### config.mk
export PLATFORM = sky130hd
export DESIGN_NAME = score_timer
export DESIGN_NICKNAME = d
export VERILOG_FILES = /design/src/rtl/wam_pkg.sv /design/src/rtl/sec_tick.sv /design/src/rtl/score_timer.sv
export SDC_FILE = /design/constraint.sdc
export NUM_CORES = 1
export LEC_CHECK = 0
export CORE_ASPECT_RATIO = 1.25
export CORE_MARGIN = 2
export CORE_UTILIZATION = 31
export DETAILED_ROUTE_END_ITERATION = 12
export SLEW_MARGIN = 20
export SYNTH_ARGS = -nofsm -noshare
export SYNTH_HDL_FRONTEND = slang
export SYNTH_SLANG_ARGS = --single-unit
### constraint.sdc
create_clock -name clock -period 2.7 [get_ports clock]
set_input_delay 0.405 -clock clock [delete_from_list [all_inputs] [get_ports clock]]
set_output_delay 0.405 -clock clock [all_outputs]
set_load 0.005 [all_outputs]
### src/rtl/wam_pkg.sv
// rtl/wam_pkg.sv - shared types and constants for the whack-a-mole score/timer
package wam_pkg;

    localparam int DIGIT_W = 4;

    typedef logic [DIGIT_W-1:0] digit_t;

    localparam digit_t BLANK = 4'd10;

    typedef enum logic [1:0] {
        IDLE = 2'd0,
        RUN  = 2'd1,
        DONE = 2'd2
    } state_t;

    // Tens digits show blank instead of a leading zero
    function automatic digit_t blank_zero(input digit_t d);
        return (d == '0) ? BLANK : d;
    endfunction

endpackage

### src/rtl/sec_tick.sv
// rtl/sec_tick.sv - game-second prescaler producing a one-cycle tick
module sec_tick #(
    parameter int CLK_HZ = 50000000
) (
    input  logic clock,
    input  logic reset,
    input  logic clear,
    input  logic enable,
    output logic tick
);

    localparam int            CW   = $clog2(CLK_HZ);
    localparam logic [CW-1:0] LAST = CW'(CLK_HZ - 1);

    logic [CW-1:0] r_count;
    logic          w_at_last;

    assign w_at_last = (r_count == LAST);
    assign tick      = enable && w_at_last;

    // Count 0..CLK_HZ-1 while enabled; a restart clears the phase
    always_ff @(posedge clock) begin
        if (!reset) begin
            r_count <= '0;
        end else if (clear) begin
            r_count <= '0;
        end else if (enable) begin
            r_count <= w_at_last ? '0 : r_count + CW'(1);
        end
    end

endmodule

### src/rtl/score_timer.sv
// rtl/score_timer.sv - game FSM with BCD score counter and countdown timer
module score_timer
    import wam_pkg::*;
#(
    parameter int CLK_HZ       = 50000000,
    parameter int GAME_SECONDS = 30
) (
    input  logic   clock,
    input  logic   reset,
    input  logic   start,
    input  logic   hit,
    output digit_t score_tens,
    output digit_t score_ones,
    output digit_t time_tens,
    output digit_t time_ones,
    output logic   digit_en,
    output logic   running,
    output logic   game_over
);

    localparam digit_t TENS_INIT = DIGIT_W'(GAME_SECONDS / 10);
    localparam digit_t ONES_INIT = DIGIT_W'(GAME_SECONDS % 10);

    state_t r_state;
    state_t w_state_next;
    logic   r_start_q;
    logic   r_hit_q;
    logic   r_digit_en;
    digit_t r_score_tens;
    digit_t r_score_ones;
    digit_t r_time_tens;
    digit_t r_time_ones;

    logic w_start_edge;
    logic w_hit_edge;
    logic w_load;
    logic w_tick;
    logic w_run;
    logic w_last_sec;
    logic w_score_max;

    // r_digit_en is low for the first cycle after release, so a level held
    // through reset is sampled as the previous value rather than seen as an edge
    assign w_start_edge = start && !r_start_q && r_digit_en;
    assign w_hit_edge   = hit && !r_hit_q && r_digit_en;
    assign w_run        = (r_state == RUN);
    assign w_last_sec   = (r_time_tens == '0) && (r_time_ones == 4'd1);
    assign w_score_max  = (r_score_tens == 4'd9) && (r_score_ones == 4'd9);

    sec_tick #(
        .CLK_HZ(CLK_HZ)
    ) u_sec_tick (
        .clock (clock),
        .reset (reset),
        .clear (w_load),
        .enable(w_run),
        .tick  (w_tick)
    );

    // Input sampling for edge detection and display enable
    always_ff @(posedge clock) begin
        if (!reset) begin
            r_start_q  <= 1'b0;
            r_hit_q    <= 1'b0;
            r_digit_en <= 1'b0;
        end else begin
            r_start_q  <= start;
            r_hit_q    <= hit;
            r_digit_en <= 1'b1;
        end
    end

    // Game state register
    always_ff @(posedge clock) begin
        if (!reset) begin
            r_state <= IDLE;
        end else begin
            r_state <= w_state_next;
        end
    end

    // Next state: start launches a game from IDLE/DONE, last tick ends it
    always_comb begin
        w_state_next = r_state;
        w_load       = 1'b0;
        case (r_state)
            IDLE, DONE: begin
                if (w_start_edge) begin
                    w_state_next = RUN;
                    w_load       = 1'b1;
                end
            end
            RUN: begin
                if (w_tick && w_last_sec) begin
                    w_state_next = DONE;
                end
            end
            default: w_state_next = IDLE;
        endcase
    end

    // BCD countdown, one step per game second
    always_ff @(posedge clock) begin
        if (!reset || w_load) begin
            r_time_tens <= TENS_INIT;
            r_time_ones <= ONES_INIT;
        end else if (w_tick) begin
            if (r_time_ones == '0) begin
                r_time_tens <= r_time_tens - 4'd1;
                r_time_ones <= 4'd9;
            end else begin
                r_time_ones <= r_time_ones - 4'd1;
            end
        end
    end

    // BCD score, one per hit edge in RUN, saturating at 99
    always_ff @(posedge clock) begin
        if (!reset || w_load) begin
            r_score_tens <= '0;
            r_score_ones <= '0;
        end else if (w_run && w_hit_edge && !w_score_max) begin
            if (r_score_ones == 4'd9) begin
                r_score_tens <= r_score_tens + 4'd1;
                r_score_ones <= '0;
            end else begin
                r_score_ones <= r_score_ones + 4'd1;
            end
        end
    end

    assign score_tens = blank_zero(r_score_tens);
    assign score_ones = r_score_ones;
    assign time_tens  = blank_zero(r_time_tens);
    assign time_ones  = r_time_ones;
    assign digit_en   = r_digit_en;
    assign running    = (r_state == RUN);
    assign game_over  = (r_state == DONE);

endmodule
==> metrics.yaml <==
global_route:
  grt_start_max_net_pins: 16
  grt_first_pass_wirelength_um: 8935
  grt_usage: 0.1261
  grt_pass1_vias: 1943
  antenna_found_initial: 0
  globalRoute.totalOverflow: 0
logic_synthesis:
  synth_top_area_frac: 0.3849
  ys_seq_area_frac: 0.3849
  synth_cells: 285
  synth_edf_count: 0
  synth_area_per_cell_um2: 8.578
  yosys.area.top_type: "dfxtp_1"
  synth.ff_latch_count: 47
  synthDistinctLibCells: 52
  synthFlopType: "dfxtp_1"
  synthArstFlopShare: 0
  synth_top_cells_by_area: "dfxtp_1, nand2_1, nor2_1"
  syn-num-nets: 295
  yosysWarnings: 0
  syn_area_um2: 2445
sta:
  setup_violations: 0
  rsz0062_at_grt: "no"
  slew_headroom: 0.6342
  fin_setup_tns_ps: 0
  setup_ws_ps: 368.9
  hold_violations: 0
  finalCritPeriodShare: 0.8634
  finClkSkew_ps: 4.642
  timing.hold.ws_ps: 492.1
  drv_slew: 0
  max_clock_freq_ghz: 0.4290
  worstMarginPinSlew_ps: 548.7
  period_minus_slack_ps: 2331
clock_network:
  htreeDepth: 2
  post-cts-setup-buffer-count: 0
  cts-buffers-inserted: 5
  cts.sinks: 47
  ctsResizeCount: 0
  cts_hold_buf: 0
  cts_tree: "done"
  clk_latency_ps: 300
  cts_root_buffer: "clkbuf_8"
  clock_path_buffers: 2
  clk_pin_slew_ps: 90
power:
  p_int_uw: 899.9
  p_clk_frac: 0.358
  p_sw_uw: 276.5
  p_per_area_nw_per_um2: 414.7
  p_comb_frac: 0.043
  peakVddDrop_uv: 238.6
  total_power_uw: 1176
  seqPwrFrac: 0.599
  p_leak_uw: 0.0009120
  sw_frac_of_total: 0.2350
cells_and_area:
  final_common_cell: "dfxtp_1"
  nets: 313
  n_antenna_cell: 0
  nFillCells: 821
  register_area_um2: 940.9
  final_cell_mix: "dfxtp_1, nor2_1, nand2_1"
  areaGrowthSynthToFinish_pct: 16.02
  multi_input_area_um2: 1385
  drive_above_1_share: 0.06908
  final_util: 0.3661
worst_setup_path:
  critical_path_arrival_ps: 1930
  critPathTopFamily: "buffers and inverters"
  cp-start-kind: "flip-flop"
  cp.required_ps: 2300
  crit_buf_inv: 2
  cp-end-kind: "output port"
  r2r-end: "r_time_tens[0]"
  reg2regPathDepth: 4
  cp_slowest_stage_delay_ps: 490
  r2r_start: "u_sec_tick.r_count[14]"
  slowest_stage: "clkdlybuf4s50_1"
  r2r_slack_ps: 520
  criticalPathCategory: "reg2out"
  crit_chain: "inv_1, ha_1, nor3b_1, or2_2, clkdlybuf4s50_1"
  worstPathMaxFanout: 4
floorplanning:
  rows: 36
  core_area_um2: 7747
  die_y_um: 103.3
  die_w_um: 83.43
  io_pins: 23
  initial_utilization: 0.3156
  die-area_um2: 8617
place:
  dp_hpwl_um: 3649
  gp_congestion: 0.7874
  port_buffers: 22
  dp_slack_ps: 403.6
hold_path:
  whs_endpoint: "u_sec_tick.r_count[24]"
  min_from: "u_sec_tick.r_count[24]"
  whs_path_depth: 2
  hp-class: "reg2reg"
route:
  via_count: 2078
  dr.pass1.iters: 5
  ant_nets: 0
  drt_iter0_markers: 140
  drc: 0
  vias_per_cell: 5.208
  detail_route.wirelength_um: 5192
  wire_per_inst_um: 13.01
job:
  maxCapViolations: 0
outcome:
  outcome: "completed"
## routing by layer
layer	up-vias	share of wire	global-route usage
li1	1069	-	-
met1	979	0.49	0.1568
met2	24	0.47	0.2146
met3	6	0.025	0.02381
met4	0	0.016	0.05831
met5	-	0	0
## worst max path at each step
stage / endpoint / depth (start not counted) / from / slack, ps
floorplan: u_sec_tick.r_count[0] / 7 / u_sec_tick.r_count[0] / 790
global placement: r_score_tens[3] / 5 / hit / 430
CTS: time_tens[1] / 5 / r_time_tens[0] / 340
detailed placement: r_score_tens[3] / 5 / hit / 400
finish: time_tens[1] / 5 / r_time_tens[0] / 370
global route: time_tens[1] / 5 / r_time_tens[0] / 210
## cell type report
type | count | share of cell area
clock inverter | 3 | 0.007058
sequential | 47 | 0.3317
clock buffer | 5 | 0.02426
inverter | 14 | 0.01853
multi-input combinational | 209 | 0.4883
timing repair buffer | 26 | 0.08822
tap | 95 | 0.04191
## cells in the mapped netlist (3+ instances only)
cell type  count
dfxtp_1       47
nand4_1       11
mux2i_1        8
nor3_1         5
xnor2_1        5
nor4_1         3
inv_1         14
nor2b_1        3
o21ai_1        5
a21oi_1       13
clkbuf_1      12
xor2_1         9
and3_1         3
nand2b_1       6
nand2_1       23
o21a_1         4
o31ai_1        9
o21ai_0        3
ha_1           6
or4_1         11
nand3_1        7
nand3b_1       4
and2_1         5
nor2_1        23
or3_1          9
## metrics by stage
step                      instances  area [µm²]
after global routing            399        2836
after global placement          391        2748
after floorplan                 285        2445
after CTS                       399        2836
final                           399        2836
after detailed placement        391        2748
## worst register-to-register path: stages (launching register included)
cell and delay, ps:
dfxtp_1 430, nand4_2 200, or4_1 840, nor4_2 430, mux2i_1 210
## registers in the layout, indices dropped and copies added, names as in the netlist
register,cells
digit_en,1
r_state,2
r_time_tens,4
u_sec_tick.r_count,26
time_ones,4
r_hit_q,1
score_ones,4
r_score_tens,4
r_start_q,1
## power by group through the flow
stage | combinational [µW] | clock [µW] | sequential [µW]
floorplan | 28.1 | 0 | 719
global placement | 51.2 | 0 | 721
detailed placement | 51.2 | 0 | 721
CTS | 51.5 | 440 | 704
global route | 56.1 | 467 | 706
finish | 50.6 | 422 | 704
## cells by family (layout without fill, tap and decap cells)
family	Yosys count	in the layout	share of synthesized area
mux	8	8	0.03275
fa+ha+maj	6	6	0.03071
buf+inv	29	48	0.04862
flops	47	47	0.3849
simple gates	131	131	0.3163
compound gates	50	50	0.1366
xor+xnor	14	14	0.05015
(Power assumes the default switching activity.)
